[src/rtl/uart_pkg.sv]
// uart_pkg: shared types and constants for the UART receive path.
//   rx_state_t      - byte receiver FSM states
//   UART_OVERSAMPLE - default clken ticks per bit period
//   UART_DATA_BITS  - data bits per 8N1 frame
//   UART_WORD_BYTES - bytes assembled into one output word
package uart_pkg;

   typedef enum logic [1:0] {
      IDLE,
      START,
      DATA,
      STOP
   } rx_state_t;

   localparam int unsigned UART_OVERSAMPLE = 16;
   localparam int unsigned UART_DATA_BITS  = 8;
   localparam int unsigned UART_WORD_BYTES = 4;

endpackage

[src/rtl/uart_byte_rx.sv]
// uart_byte_rx: 8N1 byte deserialiser with 2-flop input synchroniser.
//   i_clk, i_rst   - system clock, async active-high reset
//   i_clken        - single-cycle pulse at OVERSAMPLE x baud
//   i_rx           - asynchronous serial line, idle high
//   o_byte_valid   - one-cycle pulse: o_byte_data holds a byte with a good stop bit
//   o_byte_data    - received byte (LSB first on the line)
//   o_frame_err    - one-cycle pulse: stop bit sampled low
//   o_start        - one-cycle pulse: falling edge seen in IDLE
//   o_busy         - FSM is not in IDLE
module uart_byte_rx
   import uart_pkg::*;
#(
   parameter int unsigned OVERSAMPLE = UART_OVERSAMPLE
) (
   input  logic                      i_clk,
   input  logic                      i_rst,
   input  logic                      i_clken,
   input  logic                      i_rx,
   output logic                      o_byte_valid,
   output logic [UART_DATA_BITS-1:0] o_byte_data,
   output logic                      o_frame_err,
   output logic                      o_start,
   output logic                      o_busy
);

   localparam int unsigned CNT_W = $clog2(OVERSAMPLE);
   localparam int unsigned BIT_W = $clog2(UART_DATA_BITS);

   localparam logic [CNT_W-1:0] HALF_LAST = CNT_W'(OVERSAMPLE / 2 - 1);
   localparam logic [CNT_W-1:0] FULL_LAST = CNT_W'(OVERSAMPLE - 1);
   localparam logic [BIT_W-1:0] BIT_LAST  = BIT_W'(UART_DATA_BITS - 1);

   rx_state_t                 r_state, w_state_next;
   logic [CNT_W-1:0]          r_cnt, w_cnt_next;
   logic [BIT_W-1:0]          r_bit_idx, w_bit_idx_next;
   logic [UART_DATA_BITS-1:0] r_shift, w_shift_next;
   logic                      r_rx_meta, r_rx_s;

   // Synchroniser resets to the idle (high) line level so reset never fakes a start bit.
   always_ff @(posedge i_clk or posedge i_rst) begin
      if (i_rst) begin
         r_rx_meta <= 1'b1;
         r_rx_s    <= 1'b1;
         r_state   <= IDLE;
         r_cnt     <= '0;
         r_bit_idx <= '0;
         r_shift   <= '0;
      end else begin
         r_rx_meta <= i_rx;
         r_rx_s    <= r_rx_meta;
         r_state   <= w_state_next;
         r_cnt     <= w_cnt_next;
         r_bit_idx <= w_bit_idx_next;
         r_shift   <= w_shift_next;
      end
   end

   always_comb begin
      w_state_next   = r_state;
      w_cnt_next     = r_cnt;
      w_bit_idx_next = r_bit_idx;
      w_shift_next   = r_shift;
      o_byte_valid   = 1'b0;
      o_frame_err    = 1'b0;
      o_start        = 1'b0;
      if (i_clken) begin
         case (r_state)
            IDLE: begin
               if (!r_rx_s) begin
                  w_state_next = START;
                  w_cnt_next   = '0;
                  o_start      = 1'b1;
               end
            end
            START: begin
               if (r_cnt == HALF_LAST) begin
                  // Line back high at mid start bit: a glitch, not a frame.
                  w_state_next   = r_rx_s ? IDLE : DATA;
                  w_cnt_next     = '0;
                  w_bit_idx_next = '0;
               end else begin
                  w_cnt_next = r_cnt + 1'b1;
               end
            end
            DATA: begin
               if (r_cnt == FULL_LAST) begin
                  w_cnt_next     = '0;
                  w_shift_next   = {r_rx_s, r_shift[UART_DATA_BITS-1:1]};
                  w_bit_idx_next = r_bit_idx + 1'b1;
                  if (r_bit_idx == BIT_LAST) begin
                     w_state_next = STOP;
                  end
               end else begin
                  w_cnt_next = r_cnt + 1'b1;
               end
            end
            STOP: begin
               if (r_cnt == FULL_LAST) begin
                  w_cnt_next   = '0;
                  w_state_next = IDLE;
                  o_byte_valid = r_rx_s;
                  o_frame_err  = !r_rx_s;
               end else begin
                  w_cnt_next = r_cnt + 1'b1;
               end
            end
            default: w_state_next = IDLE;
         endcase
      end
   end

   assign o_byte_data = r_shift;
   assign o_busy      = (r_state != IDLE);

endmodule

[src/rtl/uart_word_receiver.sv]
// uart_word_receiver: assembles four 8N1 bytes into a little-endian 32-bit word.
//   clk_50m  - system clock
//   rst      - asynchronous active-high reset
//   clken    - single-cycle pulse at OVERSAMPLE x baud
//   Rx       - serial line, asynchronous, idle high
//   rdy_clr  - pulse: consumer has taken data_out
//   data_out - last complete word (first byte received in [7:0])
//   rdy      - data_out valid and unread
//   frm_err  - one-cycle pulse on bad stop bit
//   ovr      - sticky: a word was overwritten while rdy=1
//   Rx_busy  - byte receiver not idle
module uart_word_receiver
   import uart_pkg::*;
#(
   parameter int unsigned OVERSAMPLE   = UART_OVERSAMPLE,
   parameter int unsigned WORD_BYTES   = UART_WORD_BYTES,
   parameter int unsigned TIMEOUT_BITS = 32
) (
   input  logic        clk_50m,
   input  logic        rst,
   input  logic        clken,
   input  logic        Rx,
   input  logic        rdy_clr,
   output logic [31:0] data_out,
   output logic        rdy,
   output logic        frm_err,
   output logic        ovr,
   output logic        Rx_busy
);

   localparam int unsigned IDX_W    = $clog2(WORD_BYTES);
   localparam int unsigned TO_LIMIT = TIMEOUT_BITS * OVERSAMPLE;
   localparam int unsigned TO_W     = $clog2(TO_LIMIT + 1);

   logic             w_byte_valid, w_frame_err, w_start, w_busy;
   logic [7:0]       w_byte_data;
   logic [31:0]      w_word;
   logic             w_word_done, w_to_hit;
   logic [IDX_W-1:0] r_byte_idx;
   logic [TO_W-1:0]  r_to_cnt;
   logic [31:0]      r_word_buf, r_data_out;
   logic             r_rdy, r_ovr;

   uart_byte_rx #(
      .OVERSAMPLE (OVERSAMPLE)
   ) u_byte_rx (
      .i_clk        (clk_50m),
      .i_rst        (rst),
      .i_clken      (clken),
      .i_rx         (Rx),
      .o_byte_valid (w_byte_valid),
      .o_byte_data  (w_byte_data),
      .o_frame_err  (w_frame_err),
      .o_start      (w_start),
      .o_busy       (w_busy)
   );

   // Assembly buffer with the incoming byte already merged into its lane, so a
   // completing byte can be published on the same edge it is accepted.
   always_comb begin
      w_word = r_word_buf;
      w_word[{r_byte_idx, 3'b000} +: 8] = w_byte_data;
   end

   assign w_word_done = w_byte_valid && (r_byte_idx == IDX_W'(WORD_BYTES - 1));
   assign w_to_hit    = clken && !w_busy && (r_byte_idx != '0) &&
                        (r_to_cnt == TO_W'(TO_LIMIT - 1));

   always_ff @(posedge clk_50m or posedge rst) begin
      if (rst) begin
         r_byte_idx <= '0;
         r_to_cnt   <= '0;
         r_word_buf <= '0;
         r_data_out <= '0;
         r_rdy      <= 1'b0;
         r_ovr      <= 1'b0;
      end else begin
         if (w_byte_valid) begin
            r_word_buf <= w_word;
            r_byte_idx <= w_word_done ? '0 : r_byte_idx + 1'b1;
         end else if (w_frame_err || w_to_hit) begin
            r_byte_idx <= '0;
         end

         // Inter-byte idle timer: only runs between bytes of a partial word.
         if (w_start || w_byte_valid || w_frame_err || w_to_hit || (r_byte_idx == '0)) begin
            r_to_cnt <= '0;
         end else if (clken && !w_busy) begin
            r_to_cnt <= r_to_cnt + 1'b1;
         end

         // Completion beats a simultaneous rdy_clr; that clr still wipes ovr.
         if (w_word_done) begin
            r_data_out <= w_word;
            r_rdy      <= 1'b1;
            if (rdy_clr) begin
               r_ovr <= 1'b0;
            end else if (r_rdy) begin
               r_ovr <= 1'b1;
            end
         end else if (rdy_clr && r_rdy) begin
            r_rdy <= 1'b0;
            r_ovr <= 1'b0;
         end
      end
   end

   assign data_out = r_data_out;
   assign rdy      = r_rdy;
   assign ovr      = r_ovr;
   assign frm_err  = w_frame_err;
   assign Rx_busy  = w_busy;

endmodule

[config.mk]
export PLATFORM = sky130hd
export DESIGN_NAME = uart_word_receiver
export DESIGN_NICKNAME = d
export VERILOG_FILES = /design/src/rtl/uart_pkg.sv /design/src/rtl/uart_byte_rx.sv /design/src/rtl/uart_word_receiver.sv
export SDC_FILE = /design/constraint.sdc
export NUM_CORES = 1
export LEC_CHECK = 0
export ABC_AREA = 1
export BUFFER_PORTS_ARGS = -buffer_cell sky130_fd_sc_hd__buf_2
export CAP_MARGIN = 25
export CORE_AREA = 8 8 98 100
export CTS_CLUSTER_SIZE = 8
export DETAILED_ROUTE_END_ITERATION = 16
export DIE_AREA = 0 0 106 108
export PLACE_DENSITY = 0.76
export SLEW_MARGIN = 20
export SYNTH_ARGS = -nofsm -noshare
export SYNTH_HDL_FRONTEND = slang
export SYNTH_SLANG_ARGS = --single-unit
[constraint.sdc]
create_clock -name clk_50m -period 8.74 [get_ports clk_50m]
set_input_delay 1.748 -clock clk_50m [delete_from_list [all_inputs] [get_ports clk_50m]]
set_output_delay 1.748 -clock clk_50m [all_outputs]
set_load 0.005 [all_outputs]
==> flow_summary_export.csv, run 1 <==
group,metric,value,unit
timing,slew_violations,0,
global_route,grt_max_degree,57,
die,boundaryPins,41,
job,drv_cap,0,
worst_setup_path,endpoint_kind,"output port",
timing,skew,0.00681,ns
timing,tns,0,ns
clocking,cts_tree,"built",
timing,tightest_slew,0.697,ns
timing,min_period_over_period,0.467,
timing,fmax,0.245,GHz
power_and_ir_drop,p_leak,2.32,nW
worst_setup_path,r2r-start,"r_byte_idx[0]",
power_and_ir_drop,pwr-share-seq,0.522,
drt,final_antenna_net_count,0,
power_and_ir_drop,intPower,624,uW
timing,hold_ws,0.359,ns
synth,ys_warn_count,0,
power_and_ir_drop,vdd_drop_max,0.0795,mV
drt,vias_per_cell,5.15,
global_route,grt_pass1_wl,14600,um
worst_setup_path,reg2reg_depth,8,
drt,dr.pass1.iters,5,
clocking,cts-root-buf,"clkbuf_8",
global_route,top_usage_layer,"met2",
clocking,cts_buffer_depth,2,
layout,finalNetCount,547,
power_and_ir_drop,pwr_density_cell,181,nW/um2
power_and_ir_drop,clkPwrFrac,0.373,
synth,ys_top_cells_by_area,"dfrtp_1, nand2_1, inv_1, o21ai_0, nor2_1",
global_route,met2_usage,0.238,
timing,finalCriticalPeriod,4.08,ns
die,die_area,11400,um2
synth,ys_seq_elements,89,
global_route,grt_pass1_vias,3125,
synth,syn_area_per_cell,8.55,um2
die,die_w,106,um
drt,post-route-drc-count,0,
synth,yosys.area.top_type,"dfrtp_1",
global_route,grt_overflow,0,
worst_setup_path,startpoint,"clken",
global_route,globalRouteMet3Util,0.0333,
timing,slew_headroom,0.535,
clocking,cts_setup_buffers,0,
place,port_buffers,40,
place,dpl.hpwl,5920,um
timing,grt_setup_unrepaired,"no",
clocking,hold_buffers,0,
global_route,grt_usage,0.155,
synth,seq_area_frac_synth,0.522,
power_and_ir_drop,swShare,0.269,
timing,hold_violations,0,
layout,area_growth,10.4,%
worst_setup_path,crit_required,6.99,ns
clocking,htreeDepth,3,
synth,syn-num-nets,513,
worst_hold_path,hold_class,"reg2reg",
layout,multi_input_area,1700,um2
synth,synth.distinct_cells,34,
power_and_ir_drop,power_switching,229,uW
worst_setup_path,arrival,2.33,ns
clocking,clk_pin_slew,0.08,ns
clocking,cts_sinks,89,
drt,post_drt_wl_per_cell,12.9,um
drt,wl,8320,um
global_route,gr-usage-met1,0.205,
power_and_ir_drop,pwr-share-comb,0.105,
synth,synth_top_area_frac,0.510,
synth,syn_area,4270,um2
layout,antenna_cells,0,
drt,vias,3309,
run_status,outcome,"finished, final reports clean",
worst_hold_path,hold_path_depth,0,
die,core,8050,um2
worst_setup_path,critPathLaunchType,"input port",
worst_setup_path,crit_type,"in2out",
worst_setup_path,cp_max_fo,10,
die,placementRows,33,
die,die_h,108,um
worst_hold_path,hold_start,"u_byte_rx.r_rx_meta",
place,globalplace.congestion,0.818,
timing,setup_violations,0,
die,initial_core_util,0.530,
global_route,antenna_found_initial,0,
synth,synthCells,499,
layout,drive_gt1_frac,0.162,
clocking,clock_latency,0.35,ns
clocking,cts_buffers,9,
layout,nFillCells,729,
drt,drt_iter0_drc,215,
layout,register_area,2230,um2
clocking,cts_resized,0,
## final cells by class
class                           instances  share of cell area
Clock buffer                           10              0.0292
Clock inverter                          6              0.0191
Inverter                               55              0.0449
Multi-Input combinational cell        337               0.362
Sequential cell                        89               0.473
Tap cell                              105              0.0279
Timing Repair Buffer                   41              0.0441
## worst max-delay path, cell delays in order
cell and delay [ns]:
buf_2 0.20, nand3_4 0.15, nor2_1 0.11, buf_2 0.12
## metal layers
layer	share of wire	wire length, um
met1	0.47	3930
met5	0	0
met4	0.018	148
met3	0.051	424
met2	0.46	3810
## placed cells by master (no fill, tap or decap), drive strengths merged
cell / n
clkinvlp: 1
buf: 41
a21oi: 2
a22oi: 12
nor2: 39
dfrtp: 87
a32o: 1
clkinv: 5
o21ai: 52
nand3b: 2
inv: 53
nand2: 172
clkbuf: 10
nor3: 3
nand4: 6
o22ai: 13
xnor2: 1
ha: 9
bufinv: 2
xor2: 5
nand3: 20
dfstp: 2
## sequential cells by signal (all words and copies together) (netlist names), named ones only
register,count
r_to_cnt,10
u_byte_rx.o_byte_data,8
u_byte_rx.r_bit_idx,3
u_byte_rx.r_rx_s,1
r_word_buf,24
u_byte_rx.r_cnt,4
r_byte_idx,2
ovr,1
rdy,1
u_byte_rx.r_state,1
u_byte_rx.r_rx_meta,1
data_out,32
## cells in the mapped netlist (all sizes together)
cell	count
a21oi	2
a22oi	12
a32o	1
buf	17
clkbuf	1
clkinv	2
dfrtp	87
dfstp	2
ha	9
inv	53
nand2	172
nand3	20
nand3b	2
nand4	6
nor2	39
nor3	3
o21ai	52
o22ai	13
xnor2	1
xor2	5
## kinds of logic (layout without fill, tap and decap cells)
logic type,Yosys count,count (layout),share of synthesized area
flip-flops,89,89,0.522
AND/OR/NAND/NOR,242,242,0.244
buffers and inverters,73,112,0.0783
AO/OA/AOI/OAI,80,80,0.116
adder cells (fa/ha/maj),9,9,0.0264
XOR/XNOR,6,6,0.0123
## metrics by stage
step                power [mW]   util  setup slack, ns  std cells  area (um2)
floorplan                0.520      -             4.69        499        4270
global placement         0.539  0.557             4.67        627        4480
detailed placement       0.543  0.557             4.66        627        4480
CTS                      0.860  0.585             4.66        643        4710
global route             0.894  0.585             4.57        643        4710
finish                   0.853  0.585             4.66        643        4710
## worst paths after layout
kind	end	slack, ns
max	frm_err	4.66
min	u_byte_rx.r_rx_s	0.36
max reg2reg	r_word_buf[22]	6.37
min reg2reg	u_byte_rx.r_rx_s	0.36
max in group asynchronous	data_out[24]	6.21
min in group asynchronous	u_byte_rx.r_cnt[3]	1.46
## power groups by stage
stage	logic (mW)	registers (mW)	clock network (mW)
floorplan	0.0709	0.449	0
global placement	0.0868	0.452	0
detailed placement	0.0902	0.453	0
CTS	0.0899	0.445	0.325
global route	0.103	0.448	0.343
finish	0.0894	0.445	0.319
No activity file was read; power rests on OpenSTA's default activity.
==> inputs of run 2 (changes only) <==
- CORE_AREA: 8 8 98 100 -> 8 8 99 101
- DIE_AREA: 0 0 106 108 -> 0 0 107 109
- PLACE_DENSITY: 0.76 -> 0.77
- clock period: 8.74 -> 3.6 ns (I/O delays scaled with it)
==> run 2 against run 1 <==
  * Hold slack improved by 0.00091 ns
  * Non-clock buffer count unchanged
  * Register-to-register slack got worse by 5.0 ns
  * Sequential share of layout area increased by 0.33 points
  * Power increased by 130%
  * Core utilization decreased by 2.7 points
  * Wire length increased by 4.7%
  * Combinational power increased by 140%
==> flow_summary_export.csv, run 2 (same netlist as run 1, synthesis figures left out) <==
group,metric,value,unit
run_status,outcome,"finished, final reports clean",
place,port_buffers,40,
die,die_w,107,um
global_route,grt_pass1_vias,3171,
drt,wl_met2,4070,um
timing,hold_violations,0,
global_route,antenna_found_initial,0,
power_and_ir_drop,power_switching,563,uW
die,placementRows,34,
layout,multi_input_area,1700,um2
timing,finalCriticalPeriod,2.34,ns
die,core,8380,um2
drt,final_antenna_net_count,0,
layout,finalNetCount,547,
drt,post_drt_wl_per_cell,13.5,um
power_and_ir_drop,pwr-share-comb,0.111,
drt,post-route-drc-count,0,
layout,antenna_cells,0,
clocking,cts_buffer_depth,2,
global_route,grt_overflow,0,
timing,setup_violations,0,
global_route,grt_usage,0.157,
die,die_area,11700,um2
power_and_ir_drop,swShare,0.292,
worst_setup_path,arrival,1.62,ns
layout,final_core_util,0.558,
clocking,clk_pin_slew,0.09,ns
timing,tightest_slew,0.608,ns
power_and_ir_drop,p_leak,2.29,nW
clocking,cts_tree,"built",
layout,nFillCells,749,
timing,fmax,0.428,GHz
place,dpl.hpwl,6130,um
timing,skew,0.0167,ns
power_and_ir_drop,pwr-share-seq,0.562,
layout,register_area,2230,um2
clocking,cts_resized,0,
job,drv_cap,0,
layout,area_growth,9.65,%
clocking,hold_buffers,0,
global_route,grt_pass1_wl,14800,um
clocking,cts_sinks,89,
worst_setup_path,endpoint_kind,"output port",
layout,largest_reg_flops,32,
die,die_h,109,um
clocking,cts-root-buf,"clkbuf_8",
power_and_ir_drop,clkPwrFrac,0.327,
clocking,cts_buffers,9,
drt,drt_iter0_drc,234,
worst_setup_path,critPathLaunchType,"flip-flop",
worst_hold_path,hold_class,"reg2reg",
global_route,grt_max_degree,90,
drt,vias_per_cell,5.17,
die,initial_core_util,0.509,
power_and_ir_drop,intPower,1.37,mW
drt,route.met3.wl,467,um
timing,tns,0,ns
die,boundaryPins,41,
worst_setup_path,cp_max_fo,5,
timing,slew_violations,0,
timing,slew_headroom,0.593,
worst_setup_path,crit_type,"reg2out",
layout,layout_commonest_cell,"nand2_1",
clocking,cts_setup_buffers,0,
place,globalplace.congestion,0.841,
power_and_ir_drop,pwr_density_cell,412,nW/um2
drt,vias,3341,
timing,min_period_over_period,0.649,
layout,final_cell_mix,"nand2_1, dfrtp_1, inv_1",
worst_setup_path,crit_required,2.88,ns
layout,drive_gt1_frac,0.160,
drt,wl_met1,4030,um
power_and_ir_drop,vdd_drop_max,0.176,mV
drt,wl,8710,um
clocking,clock_latency,0.36,ns
drt,dr.pass1.iters,5,
timing,grt_setup_unrepaired,"no",
clocking,htreeDepth,3,
drt,highest-signal-layer,"met4",
[run 2: cell count changes in the layout (fill, tap and decap cells not counted), sizes merged]
cell	before	now
bufinv	2	0
clkinvlp	1	3
inv	53	55
clkinv	5	3
[run 2: routing by layer]
layer  vias up  track usage
met5         -            0
li1       1658            -
met3         9       0.0307
met2        83        0.253
met4         0       0.0663
met1      1591        0.204
[run 2: path summary, 6_finish.rpt]
path / from / end / slack, ns / cells past startpoint
max in group asynchronous: rst / data_out[30] / 2.79 / 3
setup reg to reg: r_byte_idx[0] / data_out[12] / 1.33 / 7
setup / recovery: u_byte_rx.r_cnt[0] / frm_err / 1.26 / 6
hold reg to reg: u_byte_rx.r_rx_meta / u_byte_rx.r_rx_s / 0.36 / 0
min in group asynchronous: rst / data_out[25] / 0.44 / 3
hold / removal: u_byte_rx.r_rx_meta / u_byte_rx.r_rx_s / 0.36 / 0
[run 2: critical path: stages, from the launching register on]
cell	delay [ns]
dfrtp_1	0.40
ha_1	0.27
nand3_4	0.14
clkinv_2	0.11
nand3_4	0.13
nor2_1	0.11
buf_2	0.12
[run 2: layout make-up]
class                      count  share of cell area
clock buffer                  10              0.0273
clock inverter                 6              0.0110
inverter                      55              0.0452
multi-input combinational    337               0.364
sequential                    89               0.476
tap                          108              0.0289
timing repair buffer          41              0.0471
[run 2: power by group through the flow]
stage | logic (mW) | clock network, mW | registers, mW
5_1_grt | 0.247 | 0.687 | 1.09
3_5_place_dp | 0.218 | 0 | 1.10
2_1_floorplan | 0.172 | 0 | 1.09
4_1_cts | 0.218 | 0.646 | 1.08
3_3_place_gp | 0.212 | 0 | 1.10
6_report | 0.215 | 0.630 | 1.08
[run 2: stage by stage]
stage               hold WS, ns  area [um2]  worst slack, ns  power [mW]  std cells
finish                    0.360        4680             1.26        1.93        646
global route              0.367        4680             1.15        2.02        646
CTS                       0.361        4680             1.24        1.95        646
detailed placement        0.348        4500             1.38        1.32        630
global placement          0.345        4500             1.44        1.31        630
floorplan                 0.345        4270            0.576        1.26        499
